## src/rtl/load_store_align.sv

```systemverilog
// Load/store alignment unit: decodes RV-style loads/stores and lane-shifts store data, byte enables and load results.
// Define LSU_MISALIGNED_EN to split misaligned accesses into two memory beats; otherwise they fault.
module load_store_align #(
  parameter int XLEN   = 32,
  parameter int ADDR_W = 32
) (
  input  logic              clk,
  input  logic              reset,
  input  logic              req_valid,
  output logic              req_ready,
  input  logic [31:0]       req_inst,
  input  logic [ADDR_W-1:0] req_addr,
  input  logic [XLEN-1:0]   req_wdata,
  output logic              mem_valid,
  input  logic              mem_ready,
  output logic              mem_we,
  output logic [ADDR_W-1:0] mem_addr,
  output logic [XLEN/8-1:0] mem_be,
  output logic [XLEN-1:0]   mem_wdata,
  input  logic [XLEN-1:0]   mem_rdata,
  output logic              rsp_valid,
  output logic [XLEN-1:0]   rsp_rdata,
  output logic              rsp_fault
);

  localparam int NB    = XLEN / 8;
  localparam int OFF_W = $clog2(NB);
  localparam bit IS64  = (XLEN == 64);

  typedef enum logic [2:0] {IDLE, BEAT0, BEAT1, RESP, FAULT} state_t;

  state_t state_reg, state_next;

  logic              mem_valid_reg, mem_valid_next;
  logic              mem_we_reg, mem_we_next;
  logic [ADDR_W-1:0] mem_addr_reg, mem_addr_next;
  logic [NB-1:0]     mem_be_reg, mem_be_next;
  logic [XLEN-1:0]   mem_wdata_reg, mem_wdata_next;
  logic              rsp_valid_reg, rsp_valid_next;
  logic [XLEN-1:0]   rsp_rdata_reg, rsp_rdata_next;
  logic              rsp_fault_reg, rsp_fault_next;

  logic              uns_reg, uns_next;
  logic [1:0]        size_reg, size_next;
  logic [OFF_W-1:0]  off_reg, off_next;
`ifdef LSU_MISALIGNED_EN
  logic              split_reg, split_next;
  logic [NB-1:0]     be1_reg, be1_next;
  logic [XLEN-1:0]   wdata1_reg, wdata1_next;
  logic [XLEN-1:0]   rdata0_reg, rdata0_next;
`endif

  // Request decode
  logic [6:0]        opcode;
  logic [2:0]        funct3;
  logic              is_load, is_store, legal, misaligned;
  logic [1:0]        req_size;
  logic [OFF_W-1:0]  req_off;
  logic [2*NB-1:0]   lanes_low, lane_mask2;
  logic [2*XLEN-1:0] wdata2;

  assign opcode   = req_inst[6:0];
  assign funct3   = req_inst[14:12];
  assign is_load  = (opcode == 7'b0000011);
  assign is_store = (opcode == 7'b0100011);
  assign req_size = funct3[1:0];
  assign req_off  = req_addr[OFF_W-1:0];

  always_comb begin
    legal = 1'b0;
    if (is_load) begin
      case (funct3)
        3'b000, 3'b001, 3'b010, 3'b100, 3'b101: legal = 1'b1;
        3'b011, 3'b110:                         legal = IS64;
        default:                                legal = 1'b0;
      endcase
    end else if (is_store) begin
      case (funct3)
        3'b000, 3'b001, 3'b010: legal = 1'b1;
        3'b011:                 legal = IS64;
        default:                legal = 1'b0;
      endcase
    end
  end

  assign misaligned = (int'(req_off) + (int'(1) << req_size)) > NB;

  always_comb begin
    case (req_size)
      2'd0:    lanes_low = (2*NB)'(8'h01);
      2'd1:    lanes_low = (2*NB)'(8'h03);
      2'd2:    lanes_low = (2*NB)'(8'h0F);
      default: lanes_low = (2*NB)'(8'hFF);
    endcase
  end

  // Double-width shifts: the low half feeds beat0, the high half is what spills into beat1.
  assign lane_mask2 = lanes_low << req_off;
  assign wdata2     = {{XLEN{1'b0}}, req_wdata} << {req_off, 3'b000};

  // Load extraction and extension
  logic [XLEN-1:0]   rd_lo, rd_hi, raw, keep_mask, load_result;
  logic [2*XLEN-1:0] raw2;
  logic [NB-1:0]     byte_keep;
  logic              sign_bit;

`ifdef LSU_MISALIGNED_EN
  assign rd_lo = split_reg ? rdata0_reg : mem_rdata;
  assign rd_hi = split_reg ? mem_rdata : '0;
`else
  assign rd_lo = mem_rdata;
  assign rd_hi = '0;
`endif

  assign raw2 = {rd_hi, rd_lo} >> {off_reg, 3'b000};
  assign raw  = raw2[XLEN-1:0];

  genvar gi;
  generate
    for (gi = 0; gi < NB; gi++) begin : g_keep
      assign byte_keep[gi]         = (gi < (int'(1) << size_reg));
      assign keep_mask[8*gi +: 8]  = {8{byte_keep[gi]}};
    end
  endgenerate

  always_comb begin
    case (size_reg)
      2'd0:    sign_bit = raw[7];
      2'd1:    sign_bit = raw[15];
      2'd2:    sign_bit = raw[31];
      default: sign_bit = raw[XLEN-1];
    endcase
  end

  assign load_result = (raw & keep_mask) | ({XLEN{sign_bit & ~uns_reg}} & ~keep_mask);

  // Next-state and registered-output logic
  always_comb begin
    state_next     = state_reg;
    mem_valid_next = mem_valid_reg;
    mem_we_next    = mem_we_reg;
    mem_addr_next  = mem_addr_reg;
    mem_be_next    = mem_be_reg;
    mem_wdata_next = mem_wdata_reg;
    rsp_valid_next = 1'b0;
    rsp_rdata_next = rsp_rdata_reg;
    rsp_fault_next = rsp_fault_reg;
    uns_next       = uns_reg;
    size_next      = size_reg;
    off_next       = off_reg;
`ifdef LSU_MISALIGNED_EN
    split_next     = split_reg;
    be1_next       = be1_reg;
    wdata1_next    = wdata1_reg;
    rdata0_next    = rdata0_reg;
`endif

    case (state_reg)
      IDLE: begin
        if (req_valid) begin
          uns_next  = funct3[2];
          size_next = req_size;
          off_next  = req_off;
`ifdef LSU_MISALIGNED_EN
          split_next  = misaligned;
          be1_next    = lane_mask2[2*NB-1:NB];
          wdata1_next = is_store ? wdata2[2*XLEN-1:XLEN] : '0;
          if (!legal) begin
`else
          if (!legal || misaligned) begin
`endif
            state_next     = FAULT;
            rsp_valid_next = 1'b1;
            rsp_fault_next = 1'b1;
            rsp_rdata_next = '0;
          end else begin
            state_next     = BEAT0;
            mem_valid_next = 1'b1;
            mem_we_next    = is_store;
            mem_addr_next  = {req_addr[ADDR_W-1:OFF_W], {OFF_W{1'b0}}};
            mem_be_next    = lane_mask2[NB-1:0];
            mem_wdata_next = is_store ? wdata2[XLEN-1:0] : '0;
          end
        end
      end
      BEAT0: begin
        if (mem_ready) begin
`ifdef LSU_MISALIGNED_EN
          if (split_reg) begin
            state_next     = BEAT1;
            rdata0_next    = mem_rdata;
            mem_addr_next  = mem_addr_reg + ADDR_W'(NB);
            mem_be_next    = be1_reg;
            mem_wdata_next = wdata1_reg;
          end else begin
            state_next     = RESP;
            mem_valid_next = 1'b0;
            rsp_valid_next = 1'b1;
            rsp_fault_next = 1'b0;
            rsp_rdata_next = mem_we_reg ? '0 : load_result;
          end
`else
          state_next     = RESP;
          mem_valid_next = 1'b0;
          rsp_valid_next = 1'b1;
          rsp_fault_next = 1'b0;
          rsp_rdata_next = mem_we_reg ? '0 : load_result;
`endif
        end
      end
`ifdef LSU_MISALIGNED_EN
      BEAT1: begin
        if (mem_ready) begin
          state_next     = RESP;
          mem_valid_next = 1'b0;
          rsp_valid_next = 1'b1;
          rsp_fault_next = 1'b0;
          rsp_rdata_next = mem_we_reg ? '0 : load_result;
        end
      end
`endif
      RESP, FAULT: state_next = IDLE;
      default:     state_next = IDLE;
    endcase
  end

  always_ff @(posedge clk or posedge reset) begin
    if (reset) begin
      state_reg     <= IDLE;
      mem_valid_reg <= 1'b0;
      mem_we_reg    <= 1'b0;
      mem_addr_reg  <= '0;
      mem_be_reg    <= '0;
      mem_wdata_reg <= '0;
      rsp_valid_reg <= 1'b0;
      rsp_rdata_reg <= '0;
      rsp_fault_reg <= 1'b0;
      uns_reg       <= 1'b0;
      size_reg      <= '0;
      off_reg       <= '0;
`ifdef LSU_MISALIGNED_EN
      split_reg     <= 1'b0;
      be1_reg       <= '0;
      wdata1_reg    <= '0;
      rdata0_reg    <= '0;
`endif
    end else begin
      state_reg     <= state_next;
      mem_valid_reg <= mem_valid_next;
      mem_we_reg    <= mem_we_next;
      mem_addr_reg  <= mem_addr_next;
      mem_be_reg    <= mem_be_next;
      mem_wdata_reg <= mem_wdata_next;
      rsp_valid_reg <= rsp_valid_next;
      rsp_rdata_reg <= rsp_rdata_next;
      rsp_fault_reg <= rsp_fault_next;
      uns_reg       <= uns_next;
      size_reg      <= size_next;
      off_reg       <= off_next;
`ifdef LSU_MISALIGNED_EN
      split_reg     <= split_next;
      be1_reg       <= be1_next;
      wdata1_reg    <= wdata1_next;
      rdata0_reg    <= rdata0_next;
`endif
    end
  end

  assign req_ready = (state_reg == IDLE);
  assign mem_valid = mem_valid_reg;
  assign mem_we    = mem_we_reg;
  assign mem_addr  = mem_addr_reg;
  assign mem_be    = mem_be_reg;
  assign mem_wdata = mem_wdata_reg;
  assign rsp_valid = rsp_valid_reg;
  assign rsp_rdata = rsp_rdata_reg;
  assign rsp_fault = rsp_fault_reg;

endmodule

```

## config.mk

```make
export PLATFORM = sky130hd
export DESIGN_NAME = load_store_align
export DESIGN_NICKNAME = d
export VERILOG_FILES = /design/src/rtl/load_store_align.sv
export SDC_FILE = /design/constraint.sdc
export NUM_CORES = 1
export LEC_CHECK = 0
export CELL_PAD_IN_SITES_DETAIL_PLACEMENT = 2
export CELL_PAD_IN_SITES_GLOBAL_PLACEMENT = 2
export CORE_MARGIN = 10
export CORE_UTILIZATION = 27
export CTS_CLUSTER_SIZE = 25
export DETAILED_ROUTE_END_ITERATION = 6
export PLACE_DENSITY_LB_ADDON = 0.1
export SETUP_SLACK_MARGIN = 0.1
export SYNTH_ARGS = -nofsm -noshare
export SYNTH_HDL_FRONTEND = slang
export SYNTH_SLANG_ARGS = --single-unit
```

## constraint.sdc

```tcl
create_clock -name clk -period 5 [get_ports clk]
set_clock_uncertainty 0.1 [all_clocks]
set_input_delay 1.5 -clock clk [delete_from_list [all_inputs] [get_ports clk]]
set_output_delay 1.5 -clock clk [all_outputs]
set_load 0.05 [all_outputs]
```

# Word-level counts from Yosys, hierarchy flattened
# Index checks and enable logic that the tools add are counted.
[totals]
reg_bits = 110
input_bits = 132
out_inout_bits = 105
word_cells = 85
[op_classes]
n_addsub = 1
magnitude_cmp = 5
n_eq_ne = 14
n_shift = 5
mux = 27
n_bitwise = 7
n_reduce_logical = 14
[ops]
columns = ["cell", "count"]
rows = [
  ["32-bit two-way mux", 5],
  ["32-bit AND", 2],
  ["3-bit by 32-bit < comparator with 1-bit output, first input constant", 2],
  ["32-bit case mux with 2 select lines", 1],
  ["1-bit by 2-bit << shifter with 32-bit output, first input constant", 2],
  ["3-bit by 32-bit adder with 32-bit output", 1],
  ["32-bit by 4-bit > comparator with 1-bit output, second input constant", 1],
  ["1-bit by 32-bit < comparator with 1-bit output, first input constant", 1],
  ["2-bit by 32-bit < comparator with 1-bit output, first input constant", 1],
  ["32-bit inverter", 1],
  ["32-bit OR", 1],
  ["32-bit by 5-bit << shifter with 32-bit output", 1],
  ["32-bit by 5-bit >> shifter with 32-bit output", 1],
  ["8-bit case mux with 3 select lines", 1],
  ["1-bit two-way mux", 12],
  ["3-bit two-way mux", 3],
  ["1-bit case mux with 2 select lines", 4],
  ["4-bit AND reduction", 2],
  ["8-bit by 2-bit << shifter with 4-bit output", 1],
  ["7-bit by 2-bit == test with 1-bit output, second input constant", 1],
  ["7-bit by 6-bit == test with 1-bit output, second input constant", 1],
  ["3-bit by 1-bit == test with 1-bit output, second input constant", 2],
  ["3-bit == test, second input constant", 2],
  ["3-bit zero test", 2],
  ["16 further kinds", 22],
]

# Depth between registers and ports, before layout
[depth]
ltp_word = 10
ltp_mapped = 10
depth_no_buf = 7

# Worst setup path before layout
# OpenSTA, ideal clock, no wires.
[synth_path]
path_type = "input port to flip-flop"
from = "input port req_addr[0]"
to = "register rsp_rdata_reg[0], in the netlist rsp_rdata[0]"
setup_ns = 0.125
t_arrival_ns = 3.603
path_slack_ns = 1.172
path_stages = 9
path_cell_list = "clkbuf_1 clkbuf_1 inv_1 ha_1 nor2b_1 o211ai_2 o31ai_4 buf_2 mux2_2"
[synth_between]
elab_chain_len = 5
[synth_rtl]
columns = ["item", "line_no", "source"]
rows = [
  ["start, declared", "12", "input logic [ADDR_W-1:0] req_addr,"],
  ["3-bit by 32-bit adder with 32-bit output", "86", "assign misaligned = (int'(req_off) + (int'(1) << req_size)) > NB;"],
  ["32-bit by 4-bit > comparator with 1-bit output", "86", ""],
  ["1-bit logical OR", "170", "if (!legal || misaligned) begin"],
  ["2-bit by 1-bit inequality test with 1-bit output (no source line)", "--", ""],
  ["4-bit AND reduction (no source line)", "--", ""],
  ["end signal, assigned", "255", "rsp_rdata_reg <= rsp_rdata_next;"],
  ["end, declared", "40", "logic [XLEN-1:0] rsp_rdata_reg, rsp_rdata_next;"],
]
# No other way between the ends.
# A chain may end at the register's enable or synchronous reset.

# Final worst setup path
[layout_path]
from = "input port req_inst[12]"
to = "register mem_wdata_reg[2], in the netlist mem_wdata[2]"
[layout_between]
elab_chain_len = 9
[layout_rtl]
columns = ["item", "line_no", "source"]
rows = [
  ["start, declared", "11", "input logic [31:0] req_inst,"],
  ["branches (longest 6 deep; another with 3-bit by 32-bit adder with 32-bit output)", "--", ""],
  ["1-bit logical OR *", "170", ""],
  ["1-bit inverter (no source line) *", "--", ""],
  ["3-bit AND reduction (no source line) *", "--", ""],
  ["end signal, assigned", "253", "mem_wdata_reg <= mem_wdata_next;"],
  ["end, declared", "38", "logic [XLEN-1:0] mem_wdata_reg, mem_wdata_next;"],
]
# Every way passes the cells marked *.

==> summary.txt <==
Status
  • Outcome: finished clean

Layout
  • Final net count: 828
  • Layout cells sized above 1: between 10% and 20%
  • Fill cell count: 2191
  • Area delta synth->final: 47.1%

Route
  • Pre-antenna DRT Iters: 4
  • Drt drc: 0
  • Initial DRC count: 128
  • WL final: between 20000 and 25000 um
  • Vias per cell: about 4.8
  • Routed Antenna Nets: 0
  • Via Count: 4705
  • Avg WL per Cell: 22.1 um

Worst setup path
  • R2r setup slk: 2.53 ns
  • Type of the worst setup path: in2reg
  • Reg2Reg Launch Point: off_reg[1]$_DFFE_PP0P_
  • Maximum fanout along the worst path: 7
  • Startpoint types: input pin
  • Worst Reg2Reg Path Length in Cells: 4
  • Critical Path AT: 4.47 ns
  • Worst R2R End: rsp_rdata[15]$_DFFE_PP0P_
  • Required time of the critical path: 5.18 ns
  • CP Capture Type: register

Synthesis
  • FFs w/ async S/R, synth: 100%
  • Adder-Cell Fraction of Synth Area: 1.00%
  • Register area share after synthesis: 47.8%
  • Top FF cell, synth: dfrtp_1
  • Most instantiated library cell after synthesis: dfrtp_1
  • Mux share of post-synthesis cell area: 21.4%
  • Complex-gate fraction of the synthesized area: 15.1%
  • Post-Syn Area per Cell: 11.7 um2
  • Synth top cells by count: dfrtp_1 (110), mux2_2 (61), mux2i_1 (42)
  • #FFs+latches synth: 110
  • Post-synth top area cell: dfrtp_1
  • Largest family of logic cells by synthesized area: multiplexers
  • Cell variety after synth: 49
  • Gate Count Post-Synth: 492
  • Synth Area in XOR/XNOR: 0.304%
  • Netlist Area Pre-Place: 0.00576 mm2
  • Synth top area cells: dfrtp_1 (48%), mux2_2 (12%), mux2i_1 (7.3%), a211oi_1 (4.0%), a32oi_2 (2.8%)
  • Share of the synthesized area in the top cell type: between 40% and 50%
  • Post-synth EDFFs: 0
  • Syn. warnings: 0
  • Post-Synth Simple-Gate Area: 8.47%

Die
  • I/O pins: 237
  • Die width: 166 um
  • Die Y: 166 um
  • DIE AREA: 0.0276 mm2
  • Initial Utilization: 27.4%
  • CORE AREA: 0.0210 mm2
  • # rows: 53

Global routing
  • GR Layer Usage met2: 26.2%
  • Vias in the first global route: 5463
  • Global route overflow: 0
  • Initial antenna violation count: 3
  • First-pass GRT wire length: 33900 um
  • Met3 GRT Util: around 6.3%
  • Busiest grt layer: met2
  • Largest net degree at the start of global routing: 61
  • GRT Total Usage: approximately 15%
  • GR Layer Usage met1: 17.5%

Place
  • Gpl congestion: around 0.76
  • I/O Buffers: around 210
  • Hpwl dp: 16600 um

Timing
  • Tmin final: 4.29 ns
  • Setup Viol. Count Final: 0
  • Unrepaired setup endpoints after global routing: no
  • Final hold vios: 0
  • Max Clk Rate: between 200 and 250 MHz
  • Final hold slack: 0.394 ns
  • Slew Viols, Final: 0
  • Final Cycle Share: 85.9%
  • Fin Setup TNS: 0 ns
  • Worst Tran Pin Value: 1.08 ns
  • Slew headroom: 28.1%

Clock tree
  • Clock Latency Late Sink: between 0.3 and 0.4 ns
  • Clock Sink Count: 110
  • TritonCTS clock tree: done
  • Root buf cell: clkbuf_16
  • Worst-path clk slew: 0.08 ns
  • Max Root-Sink Buffers: 2
  • CTS resizes: 0
  • CTS hold repair buffers: 0
  • Htree depth: 3
  • Setup Fix Bufs, Post-CTS: 0
  • CTS Buf Count: 9

Power
  • Leak pwr: 3.64 nW
  • Total power: 2.32 mW
  • PD cells: approximately 270 mW/mm2
  • Worst VDD drop: 0.143 mV

Job
  • Max-cap violations: 0

Worst hold path
  • Hold Path End: mem_wdata[22]$_DFFE_PP0P_
  • Hold depth: 1
  • Hold WC Path Type: reg2reg
  • Worst Min Path Start: mem_wdata[22]$_DFFE_PP0P_
report_power, final:
group / total, mW / switching, mW / internal, mW
Combinational: 0.593 / 0.348 / 0.245
Clock: 0.754 / 0.388 / 0.366
Sequential: 0.977 / 0.0419 / 0.935
final cells by class:
| type | count | area [um2] | area share, % |
|---|---|---|---|
| inverters | 32 | 123 | 1.45 |
| well taps | 275 | 344 | 4.06 |
| multi-input cells | 312 | 2680 | 31.6 |
| flip-flops and latches | 110 | 2750 | 32.5 |
| repair buffers | 227 | 2270 | 26.8 |
| diodes | 1 | 2.50 | 0.0295 |
| clock inverters | 6 | 61.3 | 0.724 |
| clock buffers | 10 | 239 | 2.82 |
cells in the final DEF (no fill, tap or decap), drive strengths merged, types with 2 or more instances in the layout:
cell / count
nand2b: 3
xnor2: 2
clkbuf: 10
buf: 17
ha: 3
nor3: 20
mux2: 70
clkdlybuf4s50: 210
nand3: 2
clkinv: 2
a21oi: 19
a32oi: 16
a2bb2oi: 8
a211oi: 32
nor2b: 20
dfrtp: 110
inv: 35
o31ai: 2
mux2i: 42
o21ai: 11
a22o: 8
nor2: 25
conb: 2
a31oi: 2
nand2: 11
kinds of logic (layout without fill, tap and decap cells):
family,after synthesis,after routing
AND/OR/NAND/NOR,87,87
flip-flops,110,110
multiplexers,113,113
buffers and inverters,71,275
adder cells (fa/ha/maj),4,4
XOR/XNOR,2,2
other,1,3
AO/OA/AOI/OAI,104,104
metrics by stage:
stage          setup slack (ns)  utilization [%]  area, um2  std cells
4_1_cts                   0.683             40.3       8470        972
3_5_place_dp              0.297             38.9       8170        956
5_1_grt                   0.437             40.3       8470        972
3_3_place_gp              0.367             38.9       8170        956
2_1_floorplan             0.498                -       5760        493
6_report                  0.707             40.3       8470        973
metal layers:
metal,share of wire (%),up-vias,wire (um)
li1,-,2172,-
met1,41,2373,8820
met2,49,140,10600
met3,8.3,16,1790
met4,1.2,4,254
met5,0.13,-,28
critical path, cell delays in order:
cell and delay (ns):
clkdlybuf4s50_1 0.54, nor2_1 0.22, ha_1 0.26, fa_1 0.43, nor2b_1 0.20, o211ai_2 0.18
nor3b_4 0.49, buf_4 0.27, buf_4 0.17, mux2i_1 0.20
worst max-delay path by stage:
stage	startpoint	end	slack [ns]	cells after the start
5_1_grt	req_inst[12]	mem_wdata[2]$_DFFE_PP0P_	0.44	10
3_3_place_gp	req_inst[12]	mem_wdata[25]$_DFFE_PP0P_	0.37	9
6_report	req_inst[12]	mem_wdata[2]$_DFFE_PP0P_	0.71	10
4_1_cts	req_inst[12]	mem_wdata[2]$_DFFE_PP0P_	0.68	10
3_5_place_dp	req_inst[12]	mem_wdata[2]$_DFFE_PP0P_	0.30	10
2_1_floorplan	reset	mem_addr[10]$_DFFE_PP0P_	0.50	1
Note: power is estimated with default switching activity, not from simulation.
